`config.mk`:
```
export PLATFORM = sky130hd
export DESIGN_NAME = alarm_chime
export DESIGN_NICKNAME = d
export VERILOG_FILES = /design/src/rtl/alarm_chime.sv
export SDC_FILE = /design/constraint.sdc
export NUM_CORES = 1
export LEC_CHECK = 0
export CORE_MARGIN = 8
export CORE_UTILIZATION = 53
export DETAILED_ROUTE_END_ITERATION = 12
export PLACE_DENSITY = 0.79
export RECOVER_POWER = 25
export SYNTH_ARGS = -nofsm -noshare
export SYNTH_HDL_FRONTEND = slang
export SYNTH_SLANG_ARGS = --single-unit
```
`constraint.sdc`:
```
create_clock -name clk -period 2.59 [get_ports clk]
set_input_delay 0.518 -clock clk [delete_from_list [all_inputs] [get_ports clk]]
set_output_delay 0.518 -clock clk [all_outputs]
set_load 0.02 [all_outputs]
```
`src/rtl/alarm_chime.sv`:
```
// alarm_chime
//   Watches the running BCD time and rings when it reaches the alarm setting
//   (hh:mm:00). While ringing, the LED blinks and the buzzer plays a square
//   tone during the LED-on phases. A ring ends after RING_SEC seconds, on a
//   stop key, or by snoozing for SNOOZE_MIN minutes and then ringing again.
//   Dropping alarm_en silences everything immediately.
//
//   Build option: define ALARM_CHIME_TONE_EN to build the tone divider.
//   Without it, the buzzer is tied low and the tone divider is not built.
//   LED, ringing, snoozing and state behaviour are the same in both builds.
module alarm_chime #(
  parameter int BLINK_DIV  = 12_500_000,  // clk cycles per LED toggle (>= 2)
  parameter int TONE_DIV   = 25_000,      // clk cycles per buzzer half-period (>= 1)
  parameter int RING_SEC   = 60,          // ring length in seconds (1..255)
  parameter int SNOOZE_MIN = 5            // snooze length in minutes (1..15)
) (
  input  logic       clk,
  input  logic       rst,
  input  logic [3:0] sec_l,
  input  logic [3:0] sec_h,
  input  logic [3:0] min_l,
  input  logic [3:0] min_h,
  input  logic [3:0] hour_l,
  input  logic [3:0] hour_h,
  input  logic [3:0] alarm_min_l,
  input  logic [3:0] alarm_min_h,
  input  logic [3:0] alarm_hour_l,
  input  logic [3:0] alarm_hour_h,
  input  logic [2:0] adjust,
  input  logic       alarm_en,
  input  logic       snooze,
  input  logic       stop,
  output logic       ringing,
  output logic       snoozing,
  output logic       led,
  output logic       buzzer
);

  localparam int                 BLINK_W    = (BLINK_DIV > 1) ? $clog2(BLINK_DIV) : 1;
  localparam logic [BLINK_W-1:0] BLINK_LAST = BLINK_W'(BLINK_DIV - 1);
  localparam logic [7:0]         RING_LAST  = 8'(RING_SEC - 1);
  localparam logic [9:0]         SNZ_LAST   = 10'(SNOOZE_MIN * 60 - 1);

  typedef enum logic [1:0] {
    IDLE   = 2'd0,
    RING   = 2'd1,
    SNOOZE = 2'd2
  } state_e;

  state_e             state_q, state_d;
  logic [7:0]         ring_cnt_q, ring_cnt_d;
  logic [9:0]         snz_cnt_q, snz_cnt_d;
  logic [BLINK_W-1:0] blink_cnt_q, blink_cnt_d;
  logic               led_q, led_d;

  logic               match;
  logic               match_q;
  logic               trigger;
  logic [3:0]         sec_l_q;
  logic               sec_tick;

  // The alarm fires only on the first cycle of hh:mm:00 and never while the
  // user is editing, so holding the time at the alarm value rings once.
  assign match = ({hour_h, hour_l, min_h, min_l} ==
                  {alarm_hour_h, alarm_hour_l, alarm_min_h, alarm_min_l}) &&
                 (sec_h == 4'd0) && (sec_l == 4'd0) && (adjust == 3'd0);

  assign trigger  = match & ~match_q & alarm_en;
  assign sec_tick = (sec_l != sec_l_q);

  // Edge detectors for the match condition and the seconds digit.
  // match_q comes out of reset high so a time already equal to the alarm
  // at reset release is not seen as a new match.
  always_ff @(posedge clk or posedge rst) begin
    if (rst) begin
      match_q <= 1'b1;
      sec_l_q <= 4'd0;
    end else begin
      // NOTE: clocked state uses non-blocking assignments so every flop samples pre-edge values.
      match_q <= match;
      sec_l_q <= sec_l;
    end
  end

  // Next-state logic for the ring/snooze controller, counters and LED.
  always_comb begin
    // NOTE: every signal gets a default first; a path that left one unassigned would infer a latch.
    state_d     = state_q;
    ring_cnt_d  = ring_cnt_q;
    snz_cnt_d   = snz_cnt_q;
    blink_cnt_d = blink_cnt_q;
    led_d       = led_q;

    if (!alarm_en) begin
      // Disarm overrides every other transition.
      state_d     = IDLE;
      led_d       = 1'b0;
      blink_cnt_d = '0;
    end else begin
      unique case (state_q)
        IDLE: begin
          led_d = 1'b0;
          if (trigger) begin
            state_d     = RING;
            ring_cnt_d  = '0;
            blink_cnt_d = '0;
            led_d       = 1'b1;
          end
        end

        RING: begin
          if (stop) begin
            // stop wins over a snooze pressed in the same cycle
            state_d = IDLE;
            led_d   = 1'b0;
          end else if (snooze) begin
            state_d   = SNOOZE;
            snz_cnt_d = '0;
            led_d     = 1'b0;
          end else if (sec_tick && (ring_cnt_q == RING_LAST)) begin
            state_d = IDLE;
            led_d   = 1'b0;
          end else begin
            if (sec_tick) begin
              ring_cnt_d = ring_cnt_q + 8'd1;
            end
            if (blink_cnt_q == BLINK_LAST) begin
              blink_cnt_d = '0;
              led_d       = ~led_q;
            end else begin
              blink_cnt_d = blink_cnt_q + BLINK_W'(1);
            end
          end
        end

        SNOOZE: begin
          led_d = 1'b0;
          if (stop) begin
            state_d = IDLE;
          end else if (sec_tick) begin
            if (snz_cnt_q == SNZ_LAST) begin
              // Re-ring with a fresh ring period and blink phase.
              state_d     = RING;
              ring_cnt_d  = '0;
              blink_cnt_d = '0;
              led_d       = 1'b1;
            end else begin
              snz_cnt_d = snz_cnt_q + 10'd1;
            end
          end
        end

        default: begin
          state_d = IDLE;
          led_d   = 1'b0;
        end
      endcase
    end
  end

  // Controller registers; LED is registered so it rises with ringing.
  always_ff @(posedge clk or posedge rst) begin
    if (rst) begin
      state_q     <= IDLE;
      ring_cnt_q  <= '0;
      snz_cnt_q   <= '0;
      blink_cnt_q <= '0;
      led_q       <= 1'b0;
    end else begin
      state_q     <= state_d;
      ring_cnt_q  <= ring_cnt_d;
      snz_cnt_q   <= snz_cnt_d;
      blink_cnt_q <= blink_cnt_d;
      led_q       <= led_d;
    end
  end

  assign ringing  = (state_q == RING);
  assign snoozing = (state_q == SNOOZE);
  assign led      = led_q;

`ifdef ALARM_CHIME_TONE_EN
  localparam int                TONE_W    = (TONE_DIV > 1) ? $clog2(TONE_DIV) : 1;
  localparam logic [TONE_W-1:0] TONE_LAST = TONE_W'(TONE_DIV - 1);

  logic [TONE_W-1:0] tone_cnt_q, tone_cnt_d;
  logic              buzzer_q, buzzer_d;
  logic              tone_run;

  // The tone advances only while the LED is on now and stays on across this
  // edge, so the buzzer drops on the same edge as the LED and each LED-on
  // phase starts with a cleared divider.
  assign tone_run = (state_q == RING) && led_q && (state_d == RING) && led_d;

  // Tone divider next state: toggle every TONE_DIV cycles while tone_run.
  always_comb begin
    tone_cnt_d = '0;
    buzzer_d   = 1'b0;
    if (tone_run) begin
      if (tone_cnt_q == TONE_LAST) begin
        tone_cnt_d = '0;
        buzzer_d   = ~buzzer_q;
      end else begin
        tone_cnt_d = tone_cnt_q + TONE_W'(1);
        buzzer_d   = buzzer_q;
      end
    end
  end

  // Tone divider and buzzer registers.
  always_ff @(posedge clk or posedge rst) begin
    if (rst) begin
      tone_cnt_q <= '0;
      buzzer_q   <= 1'b0;
    end else begin
      tone_cnt_q <= tone_cnt_d;
      buzzer_q   <= buzzer_d;
    end
  end

  assign buzzer = buzzer_q;
`else
  assign buzzer = 1'b0;
`endif

endmodule
```
==> results of run 1 <==
## flip-flops by register name (all words and copies together), names as in the netlist
signal and count:
sec_l_q 4, match_q 1, led 1, state_q 2, blink_cnt_q 24, snz_cnt_q 10, ring_cnt_q 8
## layer usage
metal	up-vias	GRT usage (%)	share of wire, %
met5	-	0	0
met4	0	7.794	2.3
met3	29	6.155	9.1
met2	156	32.38	48
met1	1443	22.09	41
li1	1486	-	-
## path summary, 6_finish.rpt
check / to / start / cells after the start
setup reg to reg: blink_cnt_q[6] / blink_cnt_q[0] / 7
hold reg to reg: blink_cnt_q[23] / blink_cnt_q[23] / 1
min in group asynchronous: snz_cnt_q[7] / rst / 2
setup / recovery: snoozing / state_q[0] / 3
max in group asynchronous: ring_cnt_q[2] / rst / 3
hold / removal: blink_cnt_q[23] / blink_cnt_q[23] / 1
## critical path: stages, from the launching register on
cell and delay (ps):
dfrtp_1 440, nand2b_1 340, inv_1 220, clkdlybuf4s50_1 640
## synth_stat cells (all sizes together) (2+ instances only)
library cell and number:
inv 18, o21a 3, ha 3, clkbuf 7
buf 9, nand4 18, nor4 7, o211ai 2
o31ai 7, nor3 13, a21oi 11, a31oi 14
o221ai 3, xnor2 9, or3 4, or4 6
and2 6, and4 4, nor4b 3, a21o 2
o311ai 2, o22a 4, or2 2, nor2 20
dfrtp 49, mux2i 7, nand2b 4, nor2b 3
nand3 27, o21ai 27, xor2 11, o22ai 4
nand2 34, and3 11
## metrics by stage
stage	total power [mW]	setup TNS, ps
final	1.460	0
after global routing	1.517	0
after global placement	0.9562	-145.5
after CTS	1.472	0
after detailed placement	0.9594	-676.6
after floorplan	0.8608	0
## what timing repair did
item                       CTS  global route
setup endpoints to repair    0             1
hold buffers                 0             0
setup buffers                0             1
gates resized for setup      0             0
## area by class of cell
class                   count  area share (%)
multi-input cells         286           45.59
flip-flops and latches     50           31.30
repair buffers             66           16.45
clock buffers               7           2.408
well taps                  75           2.345
inverters                  18           1.689
clock inverters             1          0.2189
## logic make-up (layout without fill, tap and decap cells)
| kind of cell | after synthesis | count (layout) | synth area share, % |
|---|---|---|---|
| compound gates | 90 | 90 | 19.53 |
| xor+xnor | 20 | 20 | 5.414 |
| fa+ha+maj | 3 | 3 | 1.160 |
| buf+inv | 34 | 92 | 4.911 |
| flops | 50 | 50 | 38.71 |
| mux | 7 | 7 | 2.166 |
| other cells | 1 | 1 | 0.1159 |
| simple gates | 165 | 165 | 28.00 |
## report_power, final
part / total (mW) / leakage, nW / switching [mW] / internal [mW]
Sequential: 0.788 / 0.681 / 0.00306 / 0.785
Combinational: 0.153 / 0.854 / 0.0611 / 0.0915
Clock: 0.519 / 0.0544 / 0.274 / 0.245
==> out/qor.tcl, run 1 <==
set qor(die_width_um) 94.14
set qor(cts_num_sinks) 50
set qor(startpoint_type) {flip-flop}
set qor(fp-row-count) 28
set qor(grt_use_total_pct) 19.27
set qor(routedWlPerCell_um) 16.19
set qor(synth_top_area_cell) {dfrtp_1}
set qor(clockRootBuffer) {clkbuf_8}
set qor(synthesis.instances) 370
set qor(synthDominantCellAreaShare_pct) 37.90
set qor(layout_setup_ws_ps) 119.4
set qor(final-seq-area_um2) 1252
set qor(io_pins) 52
set qor(layout_commonest_cell) {dfrtp_1}
set qor(setup_viol_count_final) 0
set qor(dp_worst_setup_slack_ps) -80.67
set qor(area_grow_syn2layout_pct) 23.67
set qor(number_of_remaining_drc_errors) 0
set qor(clkTransAtPathRegs_ps) 100
set qor(critPathRequiredTime_ps) 2070
set qor(leakage_power_nw) 1.590
set qor(final_layout_size_suffix_gt1_share_pct) 9.346
set qor(synthesis.yosys.warnings) 0
set qor(floorplan.core_area_um2) 5921
set qor(finish.cell_count_without_fillers) 503
set qor(cts_inserted_buffers) 5
set qor(final_antenna_net_count) 0
set qor(worst-r2r-setup-slack_ps) 130
set qor(max_slew.worst_pin.slew_ps) 929.1
set qor(drt_pre_antenna_iters) 5
set qor(place_hpwl_mm) 6.067
set qor(fin_util_pct) 67.58
set qor(num-fill-cells) 470
set qor(hold_viol) 0
set qor(number_of_synthesized_flops_with_an_enable_pin) 0
set qor(synth_top_cells_by_area) {dfrtp_1 38%, o21ai_0 4.0%, nand2_1 3.9%, nand3_1 3.9%, nand4_1 3.5%}
set qor(critical_path.max_fanout) 11
set qor(endpoint_kind) {output pin}
set qor(async_flop_share_pct) 100.0
set qor(worst_ir_drop_vdd_v) 0.0003251
set qor(maxClockFrequency_mhz) 404.8
set qor(maxCapViolCount) 0
set qor(wire_length_of_the_first_global_routing_pass_mm) 14.08
set qor(synth.cell_area_um2) 3236
set qor(post_syn_area_per_cell_um2) 8.745
set qor(cp_data_arrival_time_ps) 1950
set qor(detailroute.via_count) 3114
set qor(antenna-diode-count) 0
set qor(outcome) {finished clean}
set qor(gp_congestion) 0.8796
set qor(fin_hold_ws_ps) 484.6
set qor(post-place-cells) 494
set qor(cts_tree) {yes}
set qor(rsz0062_at_grt) {no}
set qor(slew_violations) 0
set qor(total_of_buffers_placed_on_input_and_output_ports) 50
set qor(placed_cell_area_um2) 3876
set qor(starting_density_pct) 54.65
set qor(dieArea_um2) 8861
set qor(postLayoutCellArea_um2) 4001
set qor(worstSkewPairLatency_ps) 310
set qor(multi_input_area_um2) 1824
set qor(drt-total-wl_mm) 8.144
set qor(synth_nets) 421
set qor(largest_net_degree_at_the_start_of_global_routing) 28
set qor(gr-total-overflow) 0
set qor(pwr_density_cell_nw_per_um2) 364.9
set qor(most_frequent_cells_in_the_layout) {49 x dfrtp_1, 46 x clkdlybuf4s50_1, 34 x nand2_1}
set qor(period_minus_slack_ps) 2471
set qor(critical_setup_path_kind) {reg -> out}
set qor(fin_nets) 478
set qor(h-tree-depth) 2
set qor(layout_worst_path_cycle_share_pct) 95.39
set qor(synth-seq-cells) 50
set qor(drt-vias-per-instance) 6.191
set qor(slew_headroom_pct) 37.99
set qor(die_height_um) 94.14
set qor(ys.flop_type) {dfrtp_1}
set qor(finClkSkew_ps) 15.37
set qor(number_of_violations_reported_at_the_end_of_detailed_routing_iteration_0) 174
set qor(grt_pass1_vias) 3095
set qor(antenna_found_initial) 0
set qor(post_synth_num_cell_types) 63
set qor(worstHoldPathType) {reg -> reg}
set qor(clock_path_buffers) 2
set qor(post_synthesis_sequential_area_ratio_pct) 38.71
Power figures use the tool's default switching activity.
==> run 2, diff against run 1 <==
--- a/config.mk
+++ b/config.mk
@@ -8,7 +8,7 @@
 export CORE_MARGIN = 8
 export CORE_UTILIZATION = 53
 export DETAILED_ROUTE_END_ITERATION = 12
-export PLACE_DENSITY = 0.79
+export PLACE_DENSITY = 0.83
 export RECOVER_POWER = 25
 export SYNTH_ARGS = -nofsm -noshare
 export SYNTH_HDL_FRONTEND = slang
==> out/qor.tcl, run 2 (synthesized netlist as in run 1, its figures left out) <==
set qor(pwr_density_cell_nw_per_um2) 350.3 ;# -4.0%
set qor(most_frequent_cells_in_the_layout) {48 x dfrtp_1, 46 x clkdlybuf4s50_1, 34 x nand2_1}
set qor(gr-total-overflow) 0 ;# unchanged
set qor(starting_density_pct) 54.65 ;# unchanged
set qor(routedWlPerCell_um) 16.17 ;# -0.14%
set qor(antenna_found_initial) 0 ;# unchanged
set qor(layout_commonest_cell) {dfrtp_1}
set qor(largestRegisters) {blink_cnt_q (24), snz_cnt_q (10), ring_cnt_q (8)}
set qor(setup_viol_count_final) 0 ;# unchanged
set qor(antenna-diode-count) 0 ;# unchanged
set qor(period_minus_slack_ps) 2469 ;# -1.935 ps
set qor(max_slew.worst_pin.slew_ps) 1144 ;# +214.7 ps
set qor(outcome) {finished clean}
set qor(clkTransAtPathRegs_ps) 90 ;# about the same
set qor(number_of_violations_reported_at_the_end_of_detailed_routing_iteration_0) 244 ;# +40%
set qor(die_width_um) 94.14 ;# unchanged
set qor(drt_pre_antenna_iters) 5 ;# unchanged
set qor(grt_pass1_vias) 3194 ;# +3.2%
set qor(grt_use_total_pct) 19.39 ;# +0.12 points
set qor(min_from) {blink_cnt_q[23]}
set qor(slew_violations) 0 ;# unchanged
set qor(cts_num_sinks) 50 ;# unchanged
set qor(detailroute.via_count) 3150 ;# +1.2%
set qor(startpoint_type) {flip-flop}
set qor(rsz0062_at_grt) {no}
set qor(largest_register_ffs) 24 ;# unchanged
set qor(cts_tree) {yes}
set qor(total_negative_setup_slacks_ps) 0 ;# unchanged
set qor(critPathBufInv) 2 ;# unchanged
set qor(wire_length_of_the_first_global_routing_pass_mm) 14.22 ;# +0.98%
set qor(total_of_buffers_placed_on_input_and_output_ports) 50 ;# unchanged
set qor(place_hpwl_mm) 6.151 ;# +1.4%
set qor(h-tree-depth) 2 ;# unchanged
set qor(drt-vias-per-instance) 6.225 ;# +0.56%
set qor(dieArea_um2) 8861 ;# unchanged
set qor(leakage_power_nw) 1.588 ;# -0.11%
set qor(floorplan.core_area_um2) 5921 ;# unchanged
set qor(clockRootBuffer) {clkbuf_8}
set qor(slowest_stage) {clkdlybuf4s50_1}
set qor(critical_setup_path_kind) {reg -> out}
set qor(register_with_the_most_flip_flops) {blink_cnt_q}
set qor(startpoint) {state_q[0]}
set qor(maxCapViolCount) 0 ;# unchanged
set qor(worstPathCellList) {nand2b_1, inv_1, clkdlybuf4s50_1}
set qor(r2r_start) {blink_cnt_q[1]}
set qor(cts_inserted_buffers) 5 ;# unchanged
set qor(cp_data_arrival_time_ps) 1950 ;# about the same
set qor(final_antenna_net_count) 0 ;# unchanged
set qor(endpoint_kind) {output pin}
set qor(maxClockFrequency_mhz) 405.1 ;# about the same
set qor(critPathRequiredTime_ps) 2070 ;# about the same
set qor(area_grow_syn2layout_pct) 23.36
set qor(drt-total-wl_mm) 8.181 ;# +0.45%
set qor(critical_path.max_fanout) 11 ;# unchanged
set qor(cts.hold.buffers_added) 0 ;# unchanged
set qor(slew_headroom_pct) 23.75 ;# -14 points
set qor(layout_worst_path_cycle_share_pct) 95.32 ;# about the same
set qor(fp-row-count) 28 ;# unchanged
set qor(number_of_remaining_drc_errors) 0 ;# unchanged
set qor(clock_path_buffers) 2 ;# unchanged
set qor(worstHoldPathType) {reg -> reg}
set qor(worstSkewPairLatency_ps) 310 ;# about the same
set qor(gp_congestion) 0.8858 ;# +0.70%
set qor(timing.critical_path.slowest_cell_delay_ps) 630 ;# about the same
set qor(finClkSkew_ps) 18.36 ;# +2.984 ps
set qor(die_height_um) 94.14 ;# unchanged
set qor(worst_ir_drop_vdd_v) 0.0002428 ;# -25%
set qor(io_pins) 52 ;# unchanged
set qor(hold_viol) 0 ;# unchanged
set qor(final_layout_size_suffix_gt1_share_pct) 9.977 ;# +0.63 points
set qor(worst_path_dominant_cell_family) {buffers and inverters}
set qor(largest_net_degree_at_the_start_of_global_routing) 47 ;# +68%
set qor(power.total_mw) 1.398 ;# -4.3%
set qor(fin_nets) 481 ;# +0.63%
-- run 2: per-stage QoR --
step           cell area, um^2  cells  setup slack [ps]  util, %  hold WS [ps]
3_3_place_gp              3891    496            -29.69    65.72         468.7
3_5_place_dp              3891    496            -83.36    65.72         478.6
2_1_floorplan             3236    370             449.0        -         442.7
4_1_cts                   3978    504             114.5    67.18         399.4
6_report                  3991    506             121.3    67.41         492.5
5_1_grt                   3991    506             12.75    67.41         506.4
-- run 2: per-layer routing --
metal  part of all wire (%)  global-route usage [%]  vias up
li1                       -                       -     1494
met1                     43                   23.43     1527
met2                     49                   33.08      111
met3                    5.9                   4.716       18
met4                    1.5                   5.945        0
met5                      0                       0        -
-- run 2: timing repair --
action,CTS,global route
setup endpoints to repair,0,3
gates resized for setup,0,1
hold endpoints to repair,0,0
buffers inserted,0,2
-- run 2: final timing paths --
| kind | endpoint | slack [ps] | depth (start not counted) |
|---|---|---|---|
| max | snoozing | 120 | 3 |
| min | blink_cnt_q[23] | 490 | 1 |
| max reg2reg | blink_cnt_q[6] | 210 | 7 |
| min reg2reg | blink_cnt_q[23] | 490 | 1 |
| max in group asynchronous | blink_cnt_q[0] | 660 | 3 |
| min in group asynchronous | snz_cnt_q[6] | 540 | 2 |
-- run 2: report_power, final --
part | total (mW) | internal, mW | switching [mW] | leakage, nW
logic | 0.152 | 0.0898 | 0.0620 | 0.864
registers | 0.788 | 0.785 | 0.00302 | 0.679
clock network | 0.458 | 0.191 | 0.267 | 0.0452
-- run 2: layout make-up --
class / instances / area (um^2)
Clock inverter: 2 / 13.76
Tap cell: 75 / 93.84
Inverter: 18 / 67.56
Fill cell: 468 / 1929
Timing Repair Buffer: 69 / 665.6
Multi-Input combinational cell: 286 / 1824
Sequential cell: 50 / 1254
Clock buffer: 6 / 72.57
-- run 2: worst register-to-register path, cell delays in order, from the launching register on --
cell and delay, ps:
dfrtp_1 440, ha_1 270, nand3_1 170, or4_4 560, o211a_4 300, and2_0 280, nand3_1 140, o21ai_0 90
